### src/rtl/m6502_bus_pkg.sv
// Shared types and constants for the 6502 downstream bus bridge and its decoders.
package m6502_bus_pkg;

  typedef enum logic [1:0] {
    S_IDLE = 2'd0,
    S_RAM  = 2'd1,
    S_IO   = 2'd2,
    S_DONE = 2'd3
  } state_t;

  typedef enum logic {
    REG_RAM = 1'b0,
    REG_IO  = 1'b1
  } region_t;

  // Read data returned to the core when an I/O access times out
  localparam logic [7:0] TIMEOUT_FILL = 8'hFF;

  // RAM wait counter must hold the largest legal RAM_WAIT
  localparam int RAM_WAIT_MAX = 7;
  localparam int RAM_CNT_W    = $clog2(RAM_WAIT_MAX + 1);

  // Width of a counter that counts 0 .. n-1
  function automatic int cnt_width(input int n);
    return (n <= 2) ? 1 : $clog2(n);
  endfunction

endpackage

### src/rtl/m6502_bus_decode.sv
// Page-range region decoder: addr[15:8] inside [PAGE_LO, PAGE_HI] selects I/O,
// everything else is RAM. Purely combinational so other bus masters can share it.
import m6502_bus_pkg::*;

module m6502_bus_decode #(
  parameter logic [7:0] PAGE_LO = 8'hD0,
  parameter logic [7:0] PAGE_HI = 8'hDF
) (
  input  logic [7:0] page,
  output region_t    region
);

  // Inclusive range compare on the page byte
  always_comb begin
    region = ((page >= PAGE_LO) && (page <= PAGE_HI)) ? REG_IO : REG_RAM;
  end

endmodule

### src/rtl/m6502_bus_bridge.sv
// 6502 downstream bus bridge: accepts single-cycle read/write strobes in IDLE,
// runs a fixed-wait RAM access or an ack-handshaked I/O access, returns read
// data and drives the core's ready. All outputs are registered.
// Optional: define M6502_BUS_TIMEOUT_EN to abort I/O accesses that see no ack
// within TIMEOUT cycles (bus_error pulse, read data forced to 8'hFF).
import m6502_bus_pkg::*;

module m6502_bus_bridge #(
  parameter int unsigned RAM_WAIT   = 1,
  parameter logic [7:0]  IO_PAGE_LO = 8'hD0,
  parameter logic [7:0]  IO_PAGE_HI = 8'hDF,
  parameter int unsigned TIMEOUT    = 64
) (
  input  logic        clk,
  input  logic        reset,
  input  logic [15:0] cpu_addr,
  input  logic        cpu_rd_req,
  input  logic        cpu_wr_en,
  input  logic [7:0]  cpu_wr_data,
  output logic [7:0]  cpu_rd_data,
  output logic        cpu_ready,
  output logic [15:0] mem_addr,
  output logic        mem_cs,
  output logic        mem_we,
  output logic [7:0]  mem_wdata,
  input  logic [7:0]  mem_rdata,
  output logic [7:0]  io_addr,
  output logic [7:0]  io_page,
  output logic        io_sel,
  output logic        io_we,
  output logic [7:0]  io_wdata,
  input  logic [7:0]  io_rdata,
  input  logic        io_ack,
  output logic        bus_error
);

  if (RAM_WAIT < 1 || RAM_WAIT > RAM_WAIT_MAX || TIMEOUT < 1) begin : g_param_check
    $error("m6502_bus_bridge: RAM_WAIT must be 1..7 and TIMEOUT at least 1");
  end

  state_t                 state;
  state_t                 state_nxt;
  region_t                region;
  logic [RAM_CNT_W-1:0]   ram_cnt;
  logic                   is_wr;
  logic                   accept;
  logic                   ram_done;
  logic                   io_done;
  logic                   to_expire;

  m6502_bus_decode #(
    .PAGE_LO (IO_PAGE_LO),
    .PAGE_HI (IO_PAGE_HI)
  ) u_decode (
    .page   (cpu_addr[15:8]),
    .region (region)
  );

  // State register
  always_ff @(posedge clk) begin
    if (reset) state <= S_IDLE;
    else       state <= state_nxt;
  end

  // Next-state logic
  always_comb begin
    state_nxt = state;
    case (state)
      S_IDLE: if (accept) state_nxt = (region == REG_IO) ? S_IO : S_RAM;
      S_RAM:  if (ram_done) state_nxt = S_DONE;
      S_IO:   if (io_done || to_expire) state_nxt = S_DONE;
      S_DONE: state_nxt = S_IDLE;
      default: state_nxt = S_IDLE;
    endcase
  end

  // Per-state event strobes that steer the registered outputs
  always_comb begin
    accept   = (state == S_IDLE) && (cpu_rd_req || cpu_wr_en);
    ram_done = (state == S_RAM) && (ram_cnt == '0);
    io_done  = (state == S_IO) && io_ack;
  end

  // Registered bus outputs, latched request and RAM wait counter
  always_ff @(posedge clk) begin
    if (reset) begin
      cpu_ready   <= 1'b1;
      cpu_rd_data <= 8'h00;
      mem_addr    <= 16'h0000;
      mem_cs      <= 1'b0;
      mem_we      <= 1'b0;
      mem_wdata   <= 8'h00;
      io_addr     <= 8'h00;
      io_page     <= 8'h00;
      io_sel      <= 1'b0;
      io_we       <= 1'b0;
      io_wdata    <= 8'h00;
      ram_cnt     <= '0;
      is_wr       <= 1'b0;
    end else begin
      // RAM strobes are single-cycle pulses
      mem_cs <= 1'b0;
      mem_we <= 1'b0;
      if (accept) begin
        is_wr     <= cpu_wr_en;
        cpu_ready <= 1'b0;
        ram_cnt   <= RAM_CNT_W'(RAM_WAIT);
        if (region == REG_IO) begin
          io_page <= cpu_addr[15:8];
          io_addr <= cpu_addr[7:0];
          io_sel  <= 1'b1;
          io_we   <= cpu_wr_en;
          if (cpu_wr_en) io_wdata <= cpu_wr_data;
        end else begin
          mem_addr <= cpu_addr;
          mem_cs   <= 1'b1;
          mem_we   <= cpu_wr_en;
          if (cpu_wr_en) mem_wdata <= cpu_wr_data;
        end
      end
      if (state == S_RAM) begin
        if (ram_done) begin
          cpu_ready <= 1'b1;
          if (!is_wr) cpu_rd_data <= mem_rdata;
        end else begin
          ram_cnt <= ram_cnt - 1'b1;
        end
      end
      // An ack on the expiry edge wins over the timeout
      if (io_done) begin
        io_sel    <= 1'b0;
        io_we     <= 1'b0;
        cpu_ready <= 1'b1;
        if (!is_wr) cpu_rd_data <= io_rdata;
      end else if (to_expire) begin
        io_sel    <= 1'b0;
        io_we     <= 1'b0;
        cpu_ready <= 1'b1;
        if (!is_wr) cpu_rd_data <= TIMEOUT_FILL;
      end
    end
  end

`ifdef M6502_BUS_TIMEOUT_EN
  localparam int TO_CNT_W = cnt_width(TIMEOUT);
  localparam logic [TO_CNT_W-1:0] TO_LAST = TO_CNT_W'(TIMEOUT - 1);

  logic [TO_CNT_W-1:0] to_cnt;
  logic                bus_error_q;

  assign to_expire = (state == S_IO) && !io_ack && (to_cnt == TO_LAST);
  assign bus_error = bus_error_q;

  // Count cycles spent waiting in IO and pulse bus_error on expiry
  always_ff @(posedge clk) begin
    if (reset) begin
      to_cnt      <= '0;
      bus_error_q <= 1'b0;
    end else begin
      bus_error_q <= to_expire;
      if (state == S_IO) to_cnt <= to_cnt + 1'b1;
      else               to_cnt <= '0;
    end
  end
`else
  assign to_expire = 1'b0;
  assign bus_error = 1'b0;
`endif

endmodule

### config.mk
export PLATFORM = sky130hd
export DESIGN_NAME = m6502_bus_bridge
export DESIGN_NICKNAME = d
export VERILOG_FILES = /design/src/rtl/m6502_bus_pkg.sv /design/src/rtl/m6502_bus_decode.sv /design/src/rtl/m6502_bus_bridge.sv
export SDC_FILE = /design/constraint.sdc
export NUM_CORES = 1
export LEC_CHECK = 0
export ABC_AREA = 0
export BUFFER_PORTS_ARGS = -buffer_cell sky130_fd_sc_hd__buf_2
export CAP_MARGIN = 25
export CORE_MARGIN = 2
export CORE_UTILIZATION = 38
export DETAILED_ROUTE_END_ITERATION = 12
export HOLD_SLACK_MARGIN = 0.08
export PLACE_DENSITY = 0.64
export REMOVE_ABC_BUFFERS = 1
export SYNTH_ARGS = -nofsm -noshare
export SYNTH_HDL_FRONTEND = slang
export SYNTH_HIERARCHICAL = 1
export SYNTH_SLANG_ARGS = --single-unit
### constraint.sdc
create_clock -name clk -period 3.2 [get_ports clk]
set_input_delay 0.32 -clock clk [delete_from_list [all_inputs] [get_ports clk]]
set_output_delay 0.32 -clock clk [all_outputs]
set_load 0.05 [all_outputs]
==> metrics.txt <==
Detail Placement HPWL=4824 um; max cap viols=0; chip width=89.05 um; Ports=107; worst vdd ir=0.3186 mV; I/O Buffers=105; number of diodes=0; mean routed wirelength per cell=13.53 um; Cells after Synth=321; crit start category=register; RePlAce Congestion=0.7297; EDFF count, synth=0; Vias/cell=4.940; Final Setup Violations=0; final hold violations=0; RSZ-0062 raised after global routing=false; Worst R2R Path Depth=5; endpoint type of the worst setup path=register; cts hold-fix bufs=0; most frequent cells in the layout=buf_2, dfxtp_1, nand2_1; # fillers=754; WP data arrival=2.11 ns; total negative slack=0 ns; CTS root buf=clkbuf_8; flops & latches, synth=67; drt first pass iters=5; vias in the first global route=2,227; worst skew pair latency=0.35 ns; via count=2,559; Placed Area=0.003283 mm^2; hold-critical path depth=3; postcts setup bufs=0; reg2reg start=state[0]$_SDFFE_PP0P_; post-synth cell types=41; clk buf depth=2; CP max-delay cell=ha_1; critical path, cell by cell=inv_1 -> ha_1 -> nand2b_1 -> o21ai_0 -> a21oi_1; sequential share of the synthesized area=48.79%; total power=3215 uW; Layout Skew=0.007883 ns; Max H-tree Level=3; die area=0.007930 mm^2; HP Class=primary input to register; initial antenna violation count=0; Post-synth top flop=dfxtp_1; Worst-path clk slew=0.08 ns; Peak Freq=533.6 MHz; GR Util met1=23.06%; CTS tree=yes; DRC viols=0; max-slew violations=0; grt ovf=0; Area Overhead vs Synth=29.04%; worst endpoint required time=3.43 ns; pin count of the biggest net entering global routing=36; Most Crowded Layer GR=met2; Starting Density=38.52%; GRT met2 Usage=27.61%; R2R setup slack=1.33 ns; Synth top area share=48.79%; Worst Path Max Fanout=17; WL final=7011 um; TritonCTS buffer count=9; status=complete, no violations; synthesized area per cell=8.564 um^2; layout cells sized above 1=31.74%; first-pass GRT wire length=10,670 um; Yosys warning count=6; Worst path max stage delay=0.47 ns; # resized after CTS=0; Power Dens Cells=906.3 mW/mm^2; min-delay src=cpu_addr[9]; Netlist Area Pre-Place=0.002749 mm^2; worst-margin pin slew=0.8422 ns; Hold Path End=io_page[1]$_SDFFE_PP0P_; final antenna-violating net count=0; clock sink count=67; Die H=89.05 um; R2R Path End=mem_addr[5]$_SDFFE_PP0P_; GRT Util Overall=17.77%; GRT met3 Usage=4.340%; hold slack=0.2145 ns; post-synthesis async set-or-reset flop share=0%; CORE AREA=0.007137 mm^2; Setup CP Type=register to register; relative slew slack=43.69%; commonest non-fill, non-tap cell in the layout=buf_2; row cnt=31; Final Cycle Share=58.57%; dominant cells by area after synthesis=dfxtp_1, a21oi_1, nand2_1, nand3_1, mux2i_1; fin crit period=1.874 ns; leading area contributor after synthesis=dfxtp_1; DRT iter0 DRCs=122; Final Instance Area=0.003547 mm^2; Final nets=464; Lkg Pwr=0.001544 uW
[state kept, by name (all words and copies together) (netlist names), 2 cells and up]
name         count
mem_addr        16
cpu_rd_data      8
io_addr          8
io_page          8
io_wdata         8
mem_wdata        8
ram_cnt          3
state            2
[synth_stat cells, types with 2 or more instances]
cell type,number
clkbuf_1,11
nor2_1,8
a221oi_1,2
a211oi_1,6
nor2b_1,5
dfxtp_1,67
ha_1,5
nand3_1,25
buf_4,5
a221o_1,2
buf_6,2
a21oi_1,55
nand2_1,61
inv_1,4
o21ai_0,16
nor3_1,3
nand2b_1,2
or2_2,2
buf_2,7
mux2i_1,9
nand3b_1,4
[through the flow]
step           std cells  util, %  setup WS, ns
6_report             518    49.70         1.326
5_1_grt              518    49.70         1.047
4_1_cts              518    49.70         1.339
3_5_place_dp         502    46.00         1.347
3_3_place_gp         502    46.00         1.440
2_1_floorplan        295        -         1.186
[metal layers]
| layer | part of all wire [%] | routed length (um) | vias up |
|---|---|---|---|
| met1 | 45 | 3154 | 1169 |
| met4 | 2.2 | 157 | 0 |
| met2 | 47 | 3293 | 78 |
| met5 | 0 | 0 | - |
| met3 | 5.8 | 406 | 15 |
| li1 | - | - | 1297 |
[worst max path at each step]
stage,start,cells past startpoint,endpoint
final,state[0]$_SDFFE_PP0P_,5,mem_addr[5]$_SDFFE_PP0P_
after global routing,state[0]$_SDFFE_PP0P_,5,mem_addr[0]$_SDFFE_PP0P_
after CTS,state[0]$_SDFFE_PP0P_,5,mem_addr[8]$_SDFFE_PP0P_
after detailed placement,state[0]$_SDFFE_PP0P_,5,mem_addr[5]$_SDFFE_PP0P_
after global placement,cpu_addr[13],5,io_page[0]$_SDFFE_PP0P_
after floorplan,state[0]$_SDFFE_PP0P_,5,mem_addr[0]$_SDFFE_PP0P_
[kinds of logic after synthesis]
logic type | Yosys count | synth area share, %
mux | 10 | 3.687
other cells | 1 | 0.1364
compound gates | 90 | 19.03
buf+inv | 30 | 5.644
fa+ha+maj | 5 | 2.276
simple gates | 118 | 20.44
flops | 67 | 48.79
[final cells by class]
type	count	area, um^2	area share [%]
Clock buffer	10	127.6	3.598
Clock inverter	6	136.4	3.845
Inverter	4	15.01	0.4233
Multi-Input combinational cell	224	1255	35.38
Sequential cell	67	1341	37.81
Tap cell	99	123.9	3.492
Timing Repair Buffer	108	548.0	15.45
[report_power, final]
group          switching [uW]  internal (uW)  total [uW]
clock                     333            599         933
combinational             873            358        1230
sequential               74.6            976        1050
total                    1280           1930        3210
[critical path, delay by kind of cell (launching register included)]
kind	cells	cell delay [ns]
adder cells (fa/ha/maj)	1	0.47
AND/OR/NAND/NOR	1	0.44
flip-flops	1	0.33
AO/OA/AOI/OAI	2	0.42
buffers and inverters	1	0.09
(Power assumes the default switching activity.)
